$ cat src/rtl/symdet_stream_if.sv
// Handshake bundle for symdet_stream: word-in stream (valid/ready/data/mode)
// and result-out stream (valid/ready plus the three results and the mode echo).
interface symdet_stream_if #(
    parameter int WIDTH = 8
);
    localparam int NPAIR = WIDTH / 2;
    localparam int CNT_W = $clog2(NPAIR + 1);
    localparam int IDX_W = (NPAIR > 1) ? $clog2(NPAIR) : 1;

    logic             in_valid;
    logic             in_ready;
    logic [WIDTH-1:0] in_data;
    logic             in_mode;
    logic             out_valid;
    logic             out_ready;
    logic             out_sym;
    logic [CNT_W-1:0] out_mismatch;
    logic [IDX_W-1:0] out_first;
    logic             out_mode;

    modport master (
        output in_valid, in_data, in_mode, out_ready,
        input  in_ready, out_valid, out_sym, out_mismatch, out_first, out_mode
    );

    modport slave (
        input  in_valid, in_data, in_mode, out_ready,
        output in_ready, out_valid, out_sym, out_mismatch, out_first, out_mode
    );
endinterface

$ cat src/rtl/symdet_stream.sv
// Streaming bit-pair symmetry detector: scans pairs (i, WIDTH-1-i), PAIRS_PER_CYCLE per clock.
// Optional statistics counters are enabled by defining SYMDET_STATS_EN.
module symdet_stream #(
    parameter int WIDTH           = 8,
    parameter int PAIRS_PER_CYCLE = 1
) (
    input  logic                 clk,
    input  logic                 rst,
    symdet_stream_if.slave       bus,
    input  logic                 stat_clr,
    output logic [15:0]          stat_words,
    output logic [15:0]          stat_sym
);
    localparam int NPAIR  = WIDTH / 2;
    localparam int NPASS  = NPAIR / PAIRS_PER_CYCLE;
    localparam int CNT_W  = $clog2(NPAIR + 1);
    localparam int IDX_W  = (NPAIR > 1) ? $clog2(NPAIR) : 1;
    localparam int PASS_W = $clog2(NPASS + 1);

    typedef enum logic [1:0] {
        IDLE = 2'd0,
        SCAN = 2'd1,
        DONE = 2'd2
    } state_t;

    state_t             state_q, state_d;
    logic [PASS_W-1:0]  pass_q, pass_d;
    logic [WIDTH-1:0]   data_q, data_d;
    logic               mode_q, mode_d;
    logic [CNT_W-1:0]   acc_q, acc_d;
    logic [IDX_W-1:0]   first_q, first_d;
    logic               found_q, found_d;
    logic               out_sym_q, out_sym_d;
    logic [CNT_W-1:0]   out_mismatch_q, out_mismatch_d;
    logic [IDX_W-1:0]   out_first_q, out_first_d;
    logic               out_mode_q, out_mode_d;

    logic [NPAIR-1:0]                           pair_fail;
    logic [PAIRS_PER_CYCLE-1:0][NPASS-1:0]      col;
    logic [PAIRS_PER_CYCLE-1:0]                 window;
    logic [CNT_W-1:0]                           psum [PAIRS_PER_CYCLE+1];
    logic [IDX_W-1:0]                           cand [PAIRS_PER_CYCLE+1];
    logic [IDX_W-1:0]                           pass_base;

    genvar gi, gj;

    // Mode 1 inverts the failure sense, so a complement-symmetric word scores zero.
    generate
        for (gi = 0; gi < NPAIR; gi++) begin : g_pair
            assign pair_fail[gi] = data_q[gi] ^ data_q[WIDTH-1-gi] ^ mode_q;
        end
    endgenerate

    // One-hot pass select builds the window of pairs examined this cycle.
    generate
        for (gj = 0; gj < PAIRS_PER_CYCLE; gj++) begin : g_win
            for (gi = 0; gi < NPASS; gi++) begin : g_pass
                assign col[gj][gi] = (pass_q == PASS_W'(gi)) & pair_fail[gi*PAIRS_PER_CYCLE + gj];
            end
            assign window[gj] = |col[gj];
        end
    endgenerate

    assign pass_base = IDX_W'(pass_q) * IDX_W'(PAIRS_PER_CYCLE);
    assign psum[0]   = '0;
    assign cand[PAIRS_PER_CYCLE] = '0;

    // Popcount by prefix sums; lowest failing index by a high-to-low priority chain.
    generate
        for (gj = 0; gj < PAIRS_PER_CYCLE; gj++) begin : g_cnt
            assign psum[gj+1] = psum[gj] + CNT_W'(window[gj]);
            assign cand[gj]   = window[gj] ? (pass_base + IDX_W'(gj)) : cand[gj+1];
        end
    endgenerate

    always_comb begin
        state_d        = state_q;
        pass_d         = pass_q;
        data_d         = data_q;
        mode_d         = mode_q;
        acc_d          = acc_q;
        first_d        = first_q;
        found_d        = found_q;
        out_sym_d      = out_sym_q;
        out_mismatch_d = out_mismatch_q;
        out_first_d    = out_first_q;
        out_mode_d     = out_mode_q;

        case (state_q)
            IDLE: begin
                if (bus.in_valid) begin
                    data_d  = bus.in_data;
                    mode_d  = bus.in_mode;
                    acc_d   = '0;
                    first_d = '0;
                    found_d = 1'b0;
                    pass_d  = '0;
                    state_d = SCAN;
                end
            end
            SCAN: begin
                // The cycle after the last pass commits the accumulator to the result registers.
                if (pass_q == PASS_W'(NPASS)) begin
                    out_mismatch_d = acc_q;
                    out_sym_d      = (acc_q == '0);
                    out_first_d    = first_q;
                    out_mode_d     = mode_q;
                    state_d        = DONE;
                end else begin
                    acc_d  = acc_q + psum[PAIRS_PER_CYCLE];
                    pass_d = pass_q + PASS_W'(1);
                    if (|window && !found_q) begin
                        first_d = cand[0];
                        found_d = 1'b1;
                    end
                end
            end
            DONE: begin
                if (bus.out_ready) begin
                    state_d = IDLE;
                end
            end
            default: state_d = IDLE;
        endcase
    end

    always_ff @(posedge clk or posedge rst) begin
        if (rst) begin
            state_q        <= IDLE;
            pass_q         <= '0;
            data_q         <= '0;
            mode_q         <= 1'b0;
            acc_q          <= '0;
            first_q        <= '0;
            found_q        <= 1'b0;
            out_sym_q      <= 1'b0;
            out_mismatch_q <= '0;
            out_first_q    <= '0;
            out_mode_q     <= 1'b0;
        end else begin
            state_q        <= state_d;
            pass_q         <= pass_d;
            data_q         <= data_d;
            mode_q         <= mode_d;
            acc_q          <= acc_d;
            first_q        <= first_d;
            found_q        <= found_d;
            out_sym_q      <= out_sym_d;
            out_mismatch_q <= out_mismatch_d;
            out_first_q    <= out_first_d;
            out_mode_q     <= out_mode_d;
        end
    end

    assign bus.in_ready     = (state_q == IDLE);
    assign bus.out_valid    = (state_q == DONE);
    assign bus.out_sym      = out_sym_q;
    assign bus.out_mismatch = out_mismatch_q;
    assign bus.out_first    = out_first_q;
    assign bus.out_mode     = out_mode_q;

`ifdef SYMDET_STATS_EN
    logic        done_fire;
    logic [15:0] stat_words_q, stat_words_d;
    logic [15:0] stat_sym_q, stat_sym_d;

    assign done_fire = (state_q == DONE) && bus.out_ready;

    // Clear wins over a same-cycle completion; both counters stick at all-ones.
    always_comb begin
        stat_words_d = stat_words_q;
        stat_sym_d   = stat_sym_q;
        if (stat_clr) begin
            stat_words_d = '0;
            stat_sym_d   = '0;
        end else if (done_fire) begin
            if (stat_words_q != 16'hFFFF) begin
                stat_words_d = stat_words_q + 16'd1;
            end
            if (out_sym_q && (stat_sym_q != 16'hFFFF)) begin
                stat_sym_d = stat_sym_q + 16'd1;
            end
        end
    end

    always_ff @(posedge clk or posedge rst) begin
        if (rst) begin
            stat_words_q <= '0;
            stat_sym_q   <= '0;
        end else begin
            stat_words_q <= stat_words_d;
            stat_sym_q   <= stat_sym_d;
        end
    end

    assign stat_words = stat_words_q;
    assign stat_sym   = stat_sym_q;
`else
    logic unused_stat_clr;
    assign unused_stat_clr = stat_clr;
    assign stat_words      = '0;
    assign stat_sym        = '0;
`endif
endmodule

$ cat src/flat_wrapper.sv
// flat-port wrapper written by rule: the top's interface ports become plain ports
module symdet_stream_flat 
#(
    parameter int WIDTH           = 8,
    parameter int PAIRS_PER_CYCLE = 1
)
  (clk, rst, stat_clr, stat_words, stat_sym, bus_in_valid, bus_in_data, bus_in_mode, bus_out_ready, bus_in_ready, bus_out_valid, bus_out_sym, bus_out_mismatch, bus_out_first, bus_out_mode);
  symdet_stream_if #(.WIDTH(WIDTH)) bus_i ();
  input  logic clk;
  input  logic rst;
  input  logic stat_clr;
  output logic [15:0] stat_words;
  output logic [15:0] stat_sym;
  input wire logic [$bits(bus_i.in_valid)-1:0] bus_in_valid;
  input wire logic [$bits(bus_i.in_data)-1:0] bus_in_data;
  input wire logic [$bits(bus_i.in_mode)-1:0] bus_in_mode;
  input wire logic [$bits(bus_i.out_ready)-1:0] bus_out_ready;
  output wire logic [$bits(bus_i.in_ready)-1:0] bus_in_ready;
  output wire logic [$bits(bus_i.out_valid)-1:0] bus_out_valid;
  output wire logic [$bits(bus_i.out_sym)-1:0] bus_out_sym;
  output wire logic [$bits(bus_i.out_mismatch)-1:0] bus_out_mismatch;
  output wire logic [$bits(bus_i.out_first)-1:0] bus_out_first;
  output wire logic [$bits(bus_i.out_mode)-1:0] bus_out_mode;
  assign bus_i.in_valid = bus_in_valid;
  assign bus_i.in_data = bus_in_data;
  assign bus_i.in_mode = bus_in_mode;
  assign bus_i.out_ready = bus_out_ready;
  assign bus_in_ready = bus_i.in_ready;
  assign bus_out_valid = bus_i.out_valid;
  assign bus_out_sym = bus_i.out_sym;
  assign bus_out_mismatch = bus_i.out_mismatch;
  assign bus_out_first = bus_i.out_first;
  assign bus_out_mode = bus_i.out_mode;
  symdet_stream #(.WIDTH(WIDTH), .PAIRS_PER_CYCLE(PAIRS_PER_CYCLE)) u_core (.clk(clk), .rst(rst), .bus(bus_i), .stat_clr(stat_clr), .stat_words(stat_words), .stat_sym(stat_sym));
endmodule
$ cat config.mk
export PLATFORM = sky130hd
export DESIGN_NAME = symdet_stream_flat
export DESIGN_NICKNAME = d
export VERILOG_FILES = /design/src/rtl/symdet_stream_if.sv /design/src/rtl/symdet_stream.sv /design/src/flat_wrapper.sv
export SDC_FILE = /design/constraint.sdc
export NUM_CORES = 1
export LEC_CHECK = 0
export ABC_CLOCK_PERIOD_IN_PS = 2400
export BUFFER_PORTS_ARGS = -buffer_cell sky130_fd_sc_hd__buf_2
export CAP_MARGIN = 10
export CELL_PAD_IN_SITES_DETAIL_PLACEMENT = 1
export CELL_PAD_IN_SITES_GLOBAL_PLACEMENT = 2
export CORE_MARGIN = 5
export CORE_UTILIZATION = 31
export DETAILED_ROUTE_END_ITERATION = 10
export PLACE_DENSITY = 0.9
export SYNTH_ARGS = -nofsm -noshare
export SYNTH_HDL_FRONTEND = slang
export SYNTH_SLANG_ARGS = --single-unit
$ cat constraint.sdc
create_clock -name clk -period 2.4 [get_ports clk]
set_clock_uncertainty 0.05 [all_clocks]
set_input_delay 0 -clock clk [delete_from_list [all_inputs] [get_ports clk]]
set_output_delay 0 -clock clk [all_outputs]
set_load 0.005 [all_outputs]
==> impl_metrics.yaml <==
timing:
  setup_viol: 0
  hold_ws_ns: -0.00155
  finalHoldViolations: 1
  period_share_pct: 92.3
  min_period_ns: 2.21
  drv_slew: 0
  fmax_mhz: 451
  rsz0062_at_grt: "no"
  fin_setup_tns_ns: 0
floorplanning:
  io_pins: 55
  initial_core_util_pct: 31.6
  core_um2: 5040
  rows: 26
  fp.dieH_um: 81.7
  die_area_um2: 6680
  dieWidth_um: 81.7
critical_path:
  cp-start-kind: "flop"
  critPathLaunch: "u_core.mode_q"
  critical-path-top-delay-family: "simple AND/OR/NAND/NOR gates"
  r2r_start: "u_core.mode_q"
  worst-endpoint-arrival_ns: 2.34
  critPathMaxFanout: 6
  cp.required_ns: 2.53
  crit_top_cell: "ha_1"
  cpPeakStageDelay_ns: 0.42
  critPathBufInv: 0
  crit_chain: "xor3_1, and3_4, or3_1, ha_1, ha_1, nand3_1, xor2_1, nor2_1"
  crit_type: "flop to flop"
  end_kind: "flop"
  slowest_stage: "dfrtp_2"
detailed_routing:
  drcViolationCount: 0
  firstDrtPassIters: 2
  drt-wirelength-per-cell_um: 12.0
  vias: 989
  vias_per_cell: 4.12
  routed_wl_mm: 2.88
  initialDrtViolationCount: 56
  postRouteAntennaNets: 0
job:
  drv_cap: 0
synthesis:
  ys_ff_latch: 27
  synth_cells: 135
  yosys.area_share.xor_xnor_pct: 6.75
  yosysWarnings: 0
  synth_compound_area_share_pct: 8.16
  synth_top_area_share_pct: 42.4
  synth-adder-area-share_pct: 5.49
  avgSynthCellArea_um2: 11.8
  synthTopCellsByArea: "dfrtp_1 (42%), buf_4 (15%), mux2_2 (11%)"
  synth.mux.area_fraction_pct: 11.9
  yosysSeqAreaShare_pct: 42.4
  synth_top_family_by_area: "buffers and inverters"
  yosys.area_share.simple_pct: 7.54
  synthDistinctLibCells: 29
  synth_ff_type: "dfrtp_1"
  yosysTopAreaCell: "dfrtp_1"
  async_reset_ff_share_pct: 100
  netlist_area_um2: 1590
  synth_edf_count: 0
cts:
  h-tree-depth: 1
  clk_pin_slew_ns: 0.09
  clock-sinks: 27
  root_buffer: "clkbuf_8"
  cts_tree: "built"
  clock_latency_ns: 0.28
  cts_buffers: 3
  clock_path_buffers: 2
  post-cts-setup-buffers: 0
finish:
  regArea_um2: 677
  layout_commonest_cell: "conb_1"
  final_area_um2: 1830
  final_nets: 192
  diodes: 0
  final_core_util_pct: 36.2
  drive_above_1_share_pct: 29.4
  layout_common_cells: "conb_1 (32), dfrtp_1 (26), buf_2 (21), mux2_2 (15), dlygate4sd3_1 (11)"
  syn_to_final_growth_pct: 14.5
  nFillCells: 597
  multi_input_area_um2: 754
grt:
  track_usage_pct: 9.40
  antenna_found_initial: 0
  grt_pass1_wl_mm: 4.86
  overflow: 0
  grt_pass1_vias: 1009
  grt_max_degree: 28
power_and_ir_drop:
  ir_drop_uv: 277
  cellPowerDensity_nw_per_um2: 1210
  p_leak_nw: 0.944
run_status:
  status: "finished with violations"
  violations: "negative hold slack"
placed_design:
  place_area_um2: 1670
  gp_congestion: 0.777
  hpwl_mm: 2.16
  port_buffers: 21
worst_hold_path:
  hold_path_class: "input port to flop"
  hp-start: "bus_in_valid"
## cells in the mapped netlist, drive strengths merged (2+ instances only)
master	count
buf	34
dfrtp	27
mux2	15
inv	8
ha	7
o21ai	7
nand2	6
nor2	5
nand2b	3
xnor3	3
a22o	2
mux2i	2
nand3	2
nor2b	2
## worst paths after layout
path,end,slack [ns],cells after the start
worst max-delay path,u_core.acc_q[2],0.19,8
worst min-delay path,u_core.pass_q[2],-0.002,4
worst max register to register,u_core.acc_q[2],0.19,8
worst min register to register,u_core.bus.out_sym,0.43,2
max in group asynchronous,u_core.mode_q,1.76,4
min in group asynchronous,u_core.found_q,0.27,4
## layer usage
metal	up-vias	part of all wire, %	GRT usage [%]
li1	462	-	-
met1	486	45	12.1
met2	35	48	15.6
met3	6	4.5	1.21
met4	0	2.4	4.49
met5	-	0	0
## metrics by stage
stage	power, mW	setup WS, ns	instances	hold WS, ns
after floorplan	1.73	0.249	166	0.00272
after global placement	1.92	0.148	225	0.0232
after detailed placement	1.96	0.133	225	0.0289
after CTS	2.23	0.124	240	0.00853
after global routing	2.39	0.0639	240	0.0502
final	2.20	0.185	240	-0.00155
## sequential cells by signal, summed over array words and instances (netlist names)
register,flops
u_core.state_q,2
u_core.bus.out_sym,1
u_core.first_q,2
u_core.bus.out_mismatch,3
u_core.acc_q,3
u_core.bus.out_first,2
u_core.pass_q,3
u_core.found_q,1
u_core.data_q,8
u_core.mode_q,1
u_core.bus.out_mode,1
## power breakdown
group | total, mW | switching [mW] | leakage [nW] | internal [mW]
combinational | 1.10 | 0.452 | 0.579 | 0.647
clock | 0.266 | 0.149 | 0.0255 | 0.117
sequential | 0.837 | 0.172 | 0.339 | 0.665
total | 2.20 | 0.773 | 0.944 | 1.43
## worst reg2reg max path, delay by kind of cell (launching register included)
family                     cells  cell delay [ns]
adders and majority gates      2             0.36
and+or+nand+nor                4             0.71
xor gates and xnor gates       2             0.57
DFF                            1             0.42
## layout make-up
cell class	instances	area share, %
tap	70	4.80
clock buffer	3	2.26
sequential	27	37.1
multi-input combinational	97	41.3
inverter	8	1.64
clock inverter	1	0.274
timing repair buffer	34	12.6
## logic make-up (layout without fill, tap and decap cells)
kind of cell	count (synthesis)	after routing
and+or+nand+nor	22	22
other	1	32
buffers and inverters	42	46
xor gates and xnor gates	5	5
adders and majority gates	7	7
muxes	17	17
AOI/OAI and AO/OA	14	14
DFF	27	27
## repair_timing
item                                    4_1_cts  5_1_grt
resized for setup                             0        1
endpoints found under the hold margin        37        0
hold buffers                                 11        0
endpoints found under the setup margin        0        1
No activity file was read; power rests on OpenSTA's default activity.
